## src/rtl/mult_pkg.sv

```systemverilog
// Shared types and bus function codes for the sequential multiplier.
package mult_pkg;
    typedef enum logic {IDLE, RUN} state_t;

    localparam logic [1:0] FN_LDM = 2'b00;
    localparam logic [1:0] FN_LDQ = 2'b01;
    localparam logic [1:0] FN_RDL = 2'b10;
    localparam logic [1:0] FN_RDH = 2'b11;
endpackage

```

## src/rtl/mult_step.sv

```systemverilog
// One multiply iteration: unsigned shift-add (mode=0) or radix-2 Booth (mode=1).
module mult_step #(
    parameter int n = 8
) (
    input  logic         mode,
    input  logic [n:0]   a,
    input  logic [n-1:0] q,
    input  logic         q_1,
    input  logic         c,
    input  logic [n-1:0] mcap,
    output logic [n:0]   a_nxt,
    output logic [n-1:0] q_nxt,
    output logic         q_1_nxt,
    output logic         c_nxt
);
    logic [n:0] m_ext;
    logic [n:0] sum;

    always_comb begin
        m_ext   = {mcap[n-1], mcap};
        sum     = a;
        a_nxt   = a;
        q_nxt   = q;
        q_1_nxt = q[0];
        c_nxt   = 1'b0;
        if (mode) begin
            // A carries an extra sign bit so -2^(n-1) * -2^(n-1) stays representable
            case ({q[0], q_1})
                2'b01:   sum = a + m_ext;
                2'b10:   sum = a - m_ext;
                default: sum = a;
            endcase
            a_nxt = {sum[n], sum[n:1]};
        end else begin
            // sum[n] is the carry C; the shift drops it into A's top data bit
            sum   = q[0] ? ({1'b0, a[n-1:0]} + {1'b0, mcap}) : {c, a[n-1:0]};
            a_nxt = {1'b0, sum[n:1]};
        end
        q_nxt = {sum[0], q[n-1:1]};
    end
endmodule

```

## src/rtl/seq_multiplier.sv

```systemverilog
// Sequential n x n multiplier with register bus and start/ready/done handshake.
module seq_multiplier
    import mult_pkg::*;
#(
    parameter int n = 8
) (
    input  logic         clk,
    input  logic         n_reset,
    input  logic [1:0]   func,
    input  logic         wr,
    input  logic [n-1:0] data_in,
    input  logic         rd,
    output logic [n-1:0] data_out,
    output logic         data_oe,
    input  logic         sgn,
    input  logic         start,
    output logic         ready,
    output logic         done
);
    localparam int CW = $clog2(n) + 1;

    state_t         state, state_nxt;
    logic [n-1:0]   m_reg, q_reg, mcap, aq, aq_nxt;
    logic [n:0]     a, a_nxt;
    logic           q_1, q_1_nxt, c, c_nxt, mode;
    logic [CW-1:0]  cnt;
    logic [2*n-1:0] p;
    logic           last;

    assign last = (cnt == CW'(1));

    mult_step #(.n(n)) u_step (
        .mode    (mode),
        .a       (a),
        .q       (aq),
        .q_1     (q_1),
        .c       (c),
        .mcap    (mcap),
        .a_nxt   (a_nxt),
        .q_nxt   (aq_nxt),
        .q_1_nxt (q_1_nxt),
        .c_nxt   (c_nxt)
    );

    always_ff @(posedge clk or negedge n_reset) begin
        if (!n_reset) state <= IDLE;
        else          state <= state_nxt;
    end

    always_comb begin
        state_nxt = state;
        case (state)
            IDLE:    if (start) state_nxt = RUN;
            RUN:     if (last)  state_nxt = IDLE;
            default: state_nxt = IDLE;
        endcase
    end

    always_ff @(posedge clk or negedge n_reset) begin
        if (!n_reset) begin
            m_reg <= '0;
            q_reg <= '0;
            mcap  <= '0;
            a     <= '0;
            aq    <= '0;
            q_1   <= 1'b0;
            c     <= 1'b0;
            mode  <= 1'b0;
            cnt   <= '0;
            p     <= '0;
            done  <= 1'b0;
        end else begin
            done <= 1'b0;
            if (state == IDLE) begin
                if (wr && func == FN_LDM) m_reg <= data_in;
                if (wr && func == FN_LDQ) q_reg <= data_in;
                // operands come from the pre-edge registers, so a same-cycle write is not seen
                if (start) begin
                    mode <= sgn;
                    a    <= '0;
                    aq   <= q_reg;
                    q_1  <= 1'b0;
                    c    <= 1'b0;
                    mcap <= m_reg;
                    cnt  <= CW'(n);
                end
            end else begin
                a   <= a_nxt;
                aq  <= aq_nxt;
                q_1 <= q_1_nxt;
                c   <= c_nxt;
                cnt <= cnt - CW'(1);
                if (last) begin
                    p    <= {a_nxt[n-1:0], aq_nxt};
                    done <= 1'b1;
                end
            end
        end
    end

    assign ready    = (state == IDLE);
    assign data_oe  = rd & func[1];
    assign data_out = !data_oe        ? '0 :
                      (func == FN_RDH) ? p[2*n-1:n] : p[n-1:0];
endmodule

```

## config.mk

```make
export PLATFORM = sky130hd
export DESIGN_NAME = seq_multiplier
export DESIGN_NICKNAME = d
export VERILOG_FILES = /design/src/rtl/mult_pkg.sv /design/src/rtl/mult_step.sv /design/src/rtl/seq_multiplier.sv
export SDC_FILE = /design/constraint.sdc
export NUM_CORES = 1
export LEC_CHECK = 0
export ABC_AREA = 0
export CAP_MARGIN = 20
export CORE_ASPECT_RATIO = 1.25
export CORE_MARGIN = 2
export CORE_UTILIZATION = 55
export DETAILED_ROUTE_END_ITERATION = 6
export GPL_TIMING_DRIVEN = 0
export MAX_ROUTING_LAYER = met4
export PLACE_DENSITY = 0.81
export RECOVER_POWER = 100
export SLEW_MARGIN = 20
export SYNTH_ARGS = -nofsm -noshare
export SYNTH_HDL_FRONTEND = slang
export SYNTH_SLANG_ARGS = --single-unit
```

## constraint.sdc

```tcl
create_clock -name clk -period 5.6 [get_ports clk]
set_input_delay 0.56 -clock clk [delete_from_list [all_inputs] [get_ports clk]]
set_output_delay 0.56 -clock clk [all_outputs]
set_load 0.01 [all_outputs]
```

==> summary.txt, run 1 <==
GRT
  – Initial antenna violation count: 0
  – First-pass GRT wire length: 13400 um
  – Largest net degree at the start of global routing: 40
  – Vias in the first global route: 2790
  – Overflow after GRT: 0
  – Tot GR Track Use: 24.8%

Floorplanning
  – Die area: 7320 um^2
  – Row count: 33
  – I/O pins: 27
  – Initial core utilization: 56.4%
  – Die Width: 77.0 um
  – Total core area: 6480 um^2
  – Die Ht: 95.2 um

Placement
  – GP Congestion: 0.916
  – Setup WS pre-CTS: 2310 ps
  – Placed inst area: 4030 um^2
  – DPL Wire Length: 6120 um
  – # port buffers: 24

Yosys
  – Synth Area in Compound Gates: 13.2%
  – Main combinational cell family by area after synthesis: simple AND/OR/NAND/NOR gates
  – Primary FF master, synth: dfrtp_1
  – Syn Nets: 408
  – Synth top area cells: dfrtp_1 44%, mux2_2 8.0%, ha_1 6.8%
  – Post-Synth Simple-Gate Area: 14.4%
  – FF+latch count, synth: 65
  – Xor/xnor share of the synthesized area: 4.07%
  – Number of synthesized flops with an enable pin: 0
  – Mapped Cells: 370
  – Yosys Warn Count: 0
  – Sequential area share after synthesis: 44.5%
  – Post-synthesis adder-cell area fraction: 7.93%
  – Mux cell area share after synthesis: 12.4%
  – Area share of the largest cell type after synthesis: 44.5%
  – Asr flop ratio synth: 100%
  – Netlist cell types: 45
  – Synthesized area per cell: 9.89 um^2
  – Synthesized area: 3660 um^2
  – Synth area leader: dfrtp_1

Setup path
  – Worst r2r dst: a[7]
  – Critical R2R Launch: q_1
  – CP Launch Point: q_1
  – CP Launch Type: register
  – CP max FO: 9
  – Setup crit end: a[7]
  – CP max stage delay: 430 ps
  – Worst path depth: 12
  – Worst reg-to-reg setup slack: 2240 ps
  – R2R cell count: 12
  – Kind of critical path: register to register
  – Critical path's top delay family: compound AO/OA/AOI/OAI gates
  – Critical Path AT: 3560 ps
  – Buffers & Inverters on Critical Path: 2
  – Worst EP required: 5800 ps
  – Critical path's slowest cell: fa_1
  – Crit-path cells: inv_1 > ha_1 > clkbuf_1 > mux2_1 > fa_1 > nand2b_1 > a21oi_1 > o2bb2ai_2 > xnor2_1 > o21a_1 > o21ai_0 > a31oi_1
  – Worst Setup End Kind: register

Status
  – Status: finished, violations left
  – Failing checks: capacitance limit, slew limit

CTS
  – CTS tree: done
  – Num CTS Buffers: 9
  – H-tree depth: 3
  – Post-cts gate resize count: 0
  – Clk Latency, worst-skew pair: 350 ps
  – Clock sink total: 65
  – Hold Buf Count CTS: 0
  – Clock slew at reported path FFs: 70 ps
  – Largest buffer count on any clock path: 2
  – Post-CTS setup buffer count: 0
  – Root buf cell: clkbuf_8

Min path
  – Hold path cells: 2
  – Hold Crit Class: register to register

Final layout
  – Layout Utilization: 64.4%
  – Largest reg by FF count: p
  – Final net count: 444
  – Diode count: 0
  – Max reg flops: 16
  – Layout area overhead: 14.2%
  – Final Cell Area: 4180 um^2
  – Layout cell share with drive strength beyond 1: 11.4%
  – Largest registers: p x16, a x9

Timing
  – Fmax: 297 MHz
  – Post-route setup slack: 2240 ps
  – Worst Max-Slew Pin Slew: 2060 ps
  – Min Tclk post-route: 3360 ps
  – Hold_ws: 487 ps
  – Unrepaired setup endpoints after global routing: no
  – Fin. Hold Viols: 0
  – Endpoints failing setup: 0
  – Final Cycle Share: 60.1%
  – Worst Skew: 9.74 ps
  – Max-slew violation count: 49
  – Setup tns final: 0 ps
  – Worst slew margin: -37.3%

Detailed routing
  – DR iter-0 viols: 174
  – Final wirelength: 8140 um
  – Number of routed nets with antenna violations: 0
  – Vias per cell: 5.76
  – Vias: 2867
  – Routed length per placed instance: 16.3 um
  – Residual DRC: 0
  – DRT Pass-1 Iters: 4

Job
  – Max-cap violations: 2

Power and ir drop
  – Power Dens Cells: 677 nW/um^2
  – Peak supply drop: 0.000380 V
  – Static leakage: 1.95 nW
[Yosys cell counts (3+ instances only)]
library cell,instances
o21ai_0,27
inv_1,14
buf_2,8
nor3_1,9
ha_1,20
a211oi_1,4
mux2_2,26
xnor2_1,14
xor2_1,3
o21a_1,6
a21oi_1,13
clkbuf_1,6
dfrtp_1,65
nor2_1,25
mux2i_1,16
nand2b_1,5
nand2_1,63
nor2b_1,5
o211ai_1,3
o22ai_1,5
[worst min-delay path: stages (launching register included)]
cell	delay, ps
dfrtp_1	350
nand2_1	60
nand2_1	50
[stage by stage]
| stage | instances | total power, mW |
|---|---|---|
| 2_1_floorplan | 370 | 2.03 |
| 3_3_place_gp | 481 | 2.36 |
| 3_5_place_dp | 482 | 2.43 |
| 4_1_cts | 498 | 2.85 |
| 5_1_grt | 498 | 3.06 |
| 6_report | 498 | 2.83 |
[power breakdown]
| part | switching (mW) | total (mW) | internal [mW] |
|---|---|---|---|
| Combinational | 0.846 | 1.55 | 0.706 |
| Clock | 0.183 | 0.401 | 0.219 |
| Sequential | 0.189 | 0.874 | 0.685 |
[metal layers]
metal	global-route usage [%]	routed length [um]	vias to the layer above
li1	-	-	1364
met5	-	0	-
met3	4.36	238	24
met1	28.1	3290	1406
met2	43.1	4390	73
met4	11.8	221	0
[area by class of cell]
class	count	area, um^2
clock buffer	12	145
buffer	16	65.1
fill	527	2300
multi-input combinational	273	1880
timing repair buffer	25	238
tap	87	109
clock inverter	4	51.3
inverter	16	60.1
sequential	65	1630
[worst min path at each step]
stage	from	end
after floorplan	n_reset	a[0]
after global placement	p[5]	p[5]
after detailed placement	p[6]	p[6]
after CTS	n_reset	p[11]
after global routing	p[6]	p[6]
final	p[5]	p[5]
[kinds of logic (layout without fill, tap and decap cells)]
logic type / after synthesis / in the layout
xor+xnor: 17 / 17
simple gates: 116 / 116
buf+inv: 32 / 73
compound gates: 76 / 76
fa+ha+maj: 22 / 22
mux: 42 / 42
flops: 65 / 65
[cells in the final DEF (no fill, tap or decap), types with 2 or more instances in the layout]
cell type / instances
a211oi_1: 4
a21o_1: 2
a21oi_1: 13
a221oi_1: 2
a31oi_1: 2
buf_2: 4
clkbuf_1: 15
clkbuf_8: 10
clkdlybuf4s50_1: 11
clkinv_1: 2
dfrtp_1: 65
dlygate4sd3_1: 12
fa_1: 2
ha_1: 20
inv_1: 14
mux2_1: 2
mux2_2: 24
mux2i_1: 16
nand2_1: 63
nand2b_1: 5
nand3_1: 2
nor2_1: 25
nor2b_1: 5
nor3_1: 9
o211ai_1: 3
o21a_1: 6
o21ai_0: 29
o22ai_1: 5
o31ai_1: 2
xnor2_1: 14
xor2_1: 3
Note: power is estimated with default switching activity, not from simulation.
==> inputs of run 2 (changes only) <==
- CORE_UTILIZATION: 55 -> 53
- clock period: 5.6 -> 3.02 ns (I/O delays scaled with it)
==> run 2 against run 1 <==
Compared with the run above:
- the run now ends clean
- die area rose by 3.6%
- maximum frequency rose by 16%
- clock skew fell by 2.4 ps
- core utilization fell by 0.55 points
- clock power rose by 85%
- wire length fell by 0.85%
- critical path depth rose by 1
- critical path type unchanged
==> summary.txt, run 2 (synthesized netlist as in run 1, its figures left out) <==
Timing
  – Unrepaired setup endpoints after global routing: no
  – Hold_ws: 416 ps
  – Setup tns final: 0 ps
  – Final Cycle Share: 96.0%
  – Endpoints failing setup: 0
  – Fin. Hold Viols: 0
  – Worst Max-Slew Pin Slew: 1320 ps
  – Worst slew margin: 11.7%
  – Max-slew violation count: 0
  – Min Tclk post-route: 2900 ps
  – Fmax: 345 MHz
  – Worst Skew: 7.34 ps

Setup path
  – Critical path's slowest cell: dfrtp_2
  – Critical Path AT: 3090 ps
  – Worst Setup End Kind: register
  – CP max FO: 6
  – R2R cell count: 13
  – CP Launch Type: register
  – Worst r2r dst: a[7]
  – Worst reg-to-reg setup slack: 120 ps
  – Kind of critical path: register to register
  – Worst EP required: 3210 ps
  – CP max stage delay: 450 ps
  – Crit-path cells: inv_1 > ha_1 > nor3b_2 > a21oi_1 > xnor2_1 > ha_1 > a211o_1 > nand2b_4 > o2bb2ai_2 > xnor2_1 > o21a_1 > o21ai_2 > a31oi_1
  – Critical R2R Launch: mcap[1]

GRT
  – Tot GR Track Use: 23.7%
  – Vias in the first global route: 2763
  – First-pass GRT wire length: 13400 um
  – Initial antenna violation count: 0
  – Overflow after GRT: 0
  – Largest net degree at the start of global routing: 42

Min path
  – Hold Crit Class: input pin to register
  – WHS Endpoint: aq[7]
  – Worst Hold Launch: start
  – Hold path cells: 3

CTS
  – Clock slew at reported path FFs: 70 ps
  – Root buf cell: clkbuf_8
  – H-tree depth: 3
  – CTS tree: done
  – Clk Latency, worst-skew pair: 340 ps
  – Post-CTS setup buffer count: 0
  – Clock sink total: 65
  – Largest buffer count on any clock path: 2
  – Num CTS Buffers: 9

Detailed routing
  – Final wirelength: 8070 um
  – DR iter-0 viols: 175
  – Number of routed nets with antenna violations: 0
  – Vias per cell: 5.69
  – Vias: 2836
  – Routed length per placed instance: 16.2 um
  – Residual DRC: 0
  – DRT Pass-1 Iters: 5

Status
  – Status: complete, no violations

Power and ir drop
  – Static leakage: 1.96 nW
  – Peak supply drop: 0.000670 V
  – Power Dens Cells: 1260 nW/um^2

Final layout
  – Max reg flops: 16
  – Layout Utilization: 63.9%
  – Largest reg by FF count: p
  – Most frequent cells in the layout: 64 x dfrtp_1, 63 x nand2_1, 27 x o21ai_0
  – Layout area overhead: 15.4%
  – Layout cell share with drive strength beyond 1: 13.6%
  – Largest registers: p x16, a x9
  – Diode count: 0
  – Most common cell after layout, fill and taps aside: dfrtp_1
  – Final net count: 444
  – Final Cell Area: 4220 um^2

Job
  – Max-cap violations: 0

Placement
  – GP Congestion: 0.895
  – # port buffers: 24
  – Placed inst area: 4030 um^2
  – DPL Wire Length: 6000 um

Floorplanning
  – Row count: 33
  – Initial core utilization: 55.4%
  – I/O pins: 27
  – Die Width: 78.3 um
  – Total core area: 6610 um^2
  – Die Ht: 96.9 um
  – Die area: 7590 um^2
==> run 2: worst max-delay path, delay by kind of cell (launching register included) <==
family,cells,cell delay (ps)
flip-flops,1,450
AO/OA/AOI/OAI,6,1020
XOR/XNOR,2,280
AND/OR/NAND/NOR,2,410
adder cells (fa/ha/maj),2,500
buffers and inverters,1,100
==> run 2: stage by stage <==
step | total power [mW] | setup WS [ps] | std cells
finish | 5.33 | 120 | 498
global route | 5.76 | 4.30 | 498
CTS | 5.30 | 3.42 | 498
detailed placement | 4.50 | -292 | 482
global placement | 4.37 | -371 | 481
floorplan | 3.77 | 273 | 370
==> run 2: power breakdown <==
group / total [mW] / internal (mW) / switching (mW)
Combinational: 2.97 / 1.35 / 1.62
Clock: 0.742 / 0.406 / 0.336
Sequential: 1.62 / 1.27 / 0.354
Total: 5.33 / 3.03 / 2.31
==> run 2: worst max-delay path by stage <==
| stage | startpoint | end | slack [ps] | cells after the start |
|---|---|---|---|---|
| 2_1_floorplan | q_1 | a[7] | 270 | 12 |
| 3_3_place_gp | n_reset | mode | -370 | 1 |
| 3_5_place_dp | q_1 | p[13] | -290 | 12 |
| 4_1_cts | mcap[1] | a[5] | 3 | 11 |
| 5_1_grt | mcap[1] | p[15] | 4 | 13 |
| 6_report | mcap[1] | a[7] | 120 | 13 |
==> run 2: layout make-up <==
cell class | count | area (um^2)
multi-input combinational | 273 | 1920
timing repair buffer | 26 | 249
sequential | 65 | 1630
tap | 87 | 109
clock buffer | 12 | 145
clock inverter | 4 | 52.6
buffer | 15 | 61.3
fill | 535 | 2380
inverter | 16 | 60.1
==> run 2: layer usage <==
| layer | vias up | routed length (um) | track usage [%] |
|---|---|---|---|
| li1 | 1357 | - | - |
| met3 | 15 | 293 | 4.01 |
| met2 | 74 | 4210 | 39.2 |
| met4 | 0 | 178 | 9.85 |
| met1 | 1390 | 3380 | 28.7 |
| met5 | - | 0 | - |
==> run 2: repair_timing <==
item	CTS	global route
hold buffers	1	0
resized for setup	2	4
setup endpoints to repair	6	5
hold endpoints to repair	24	0
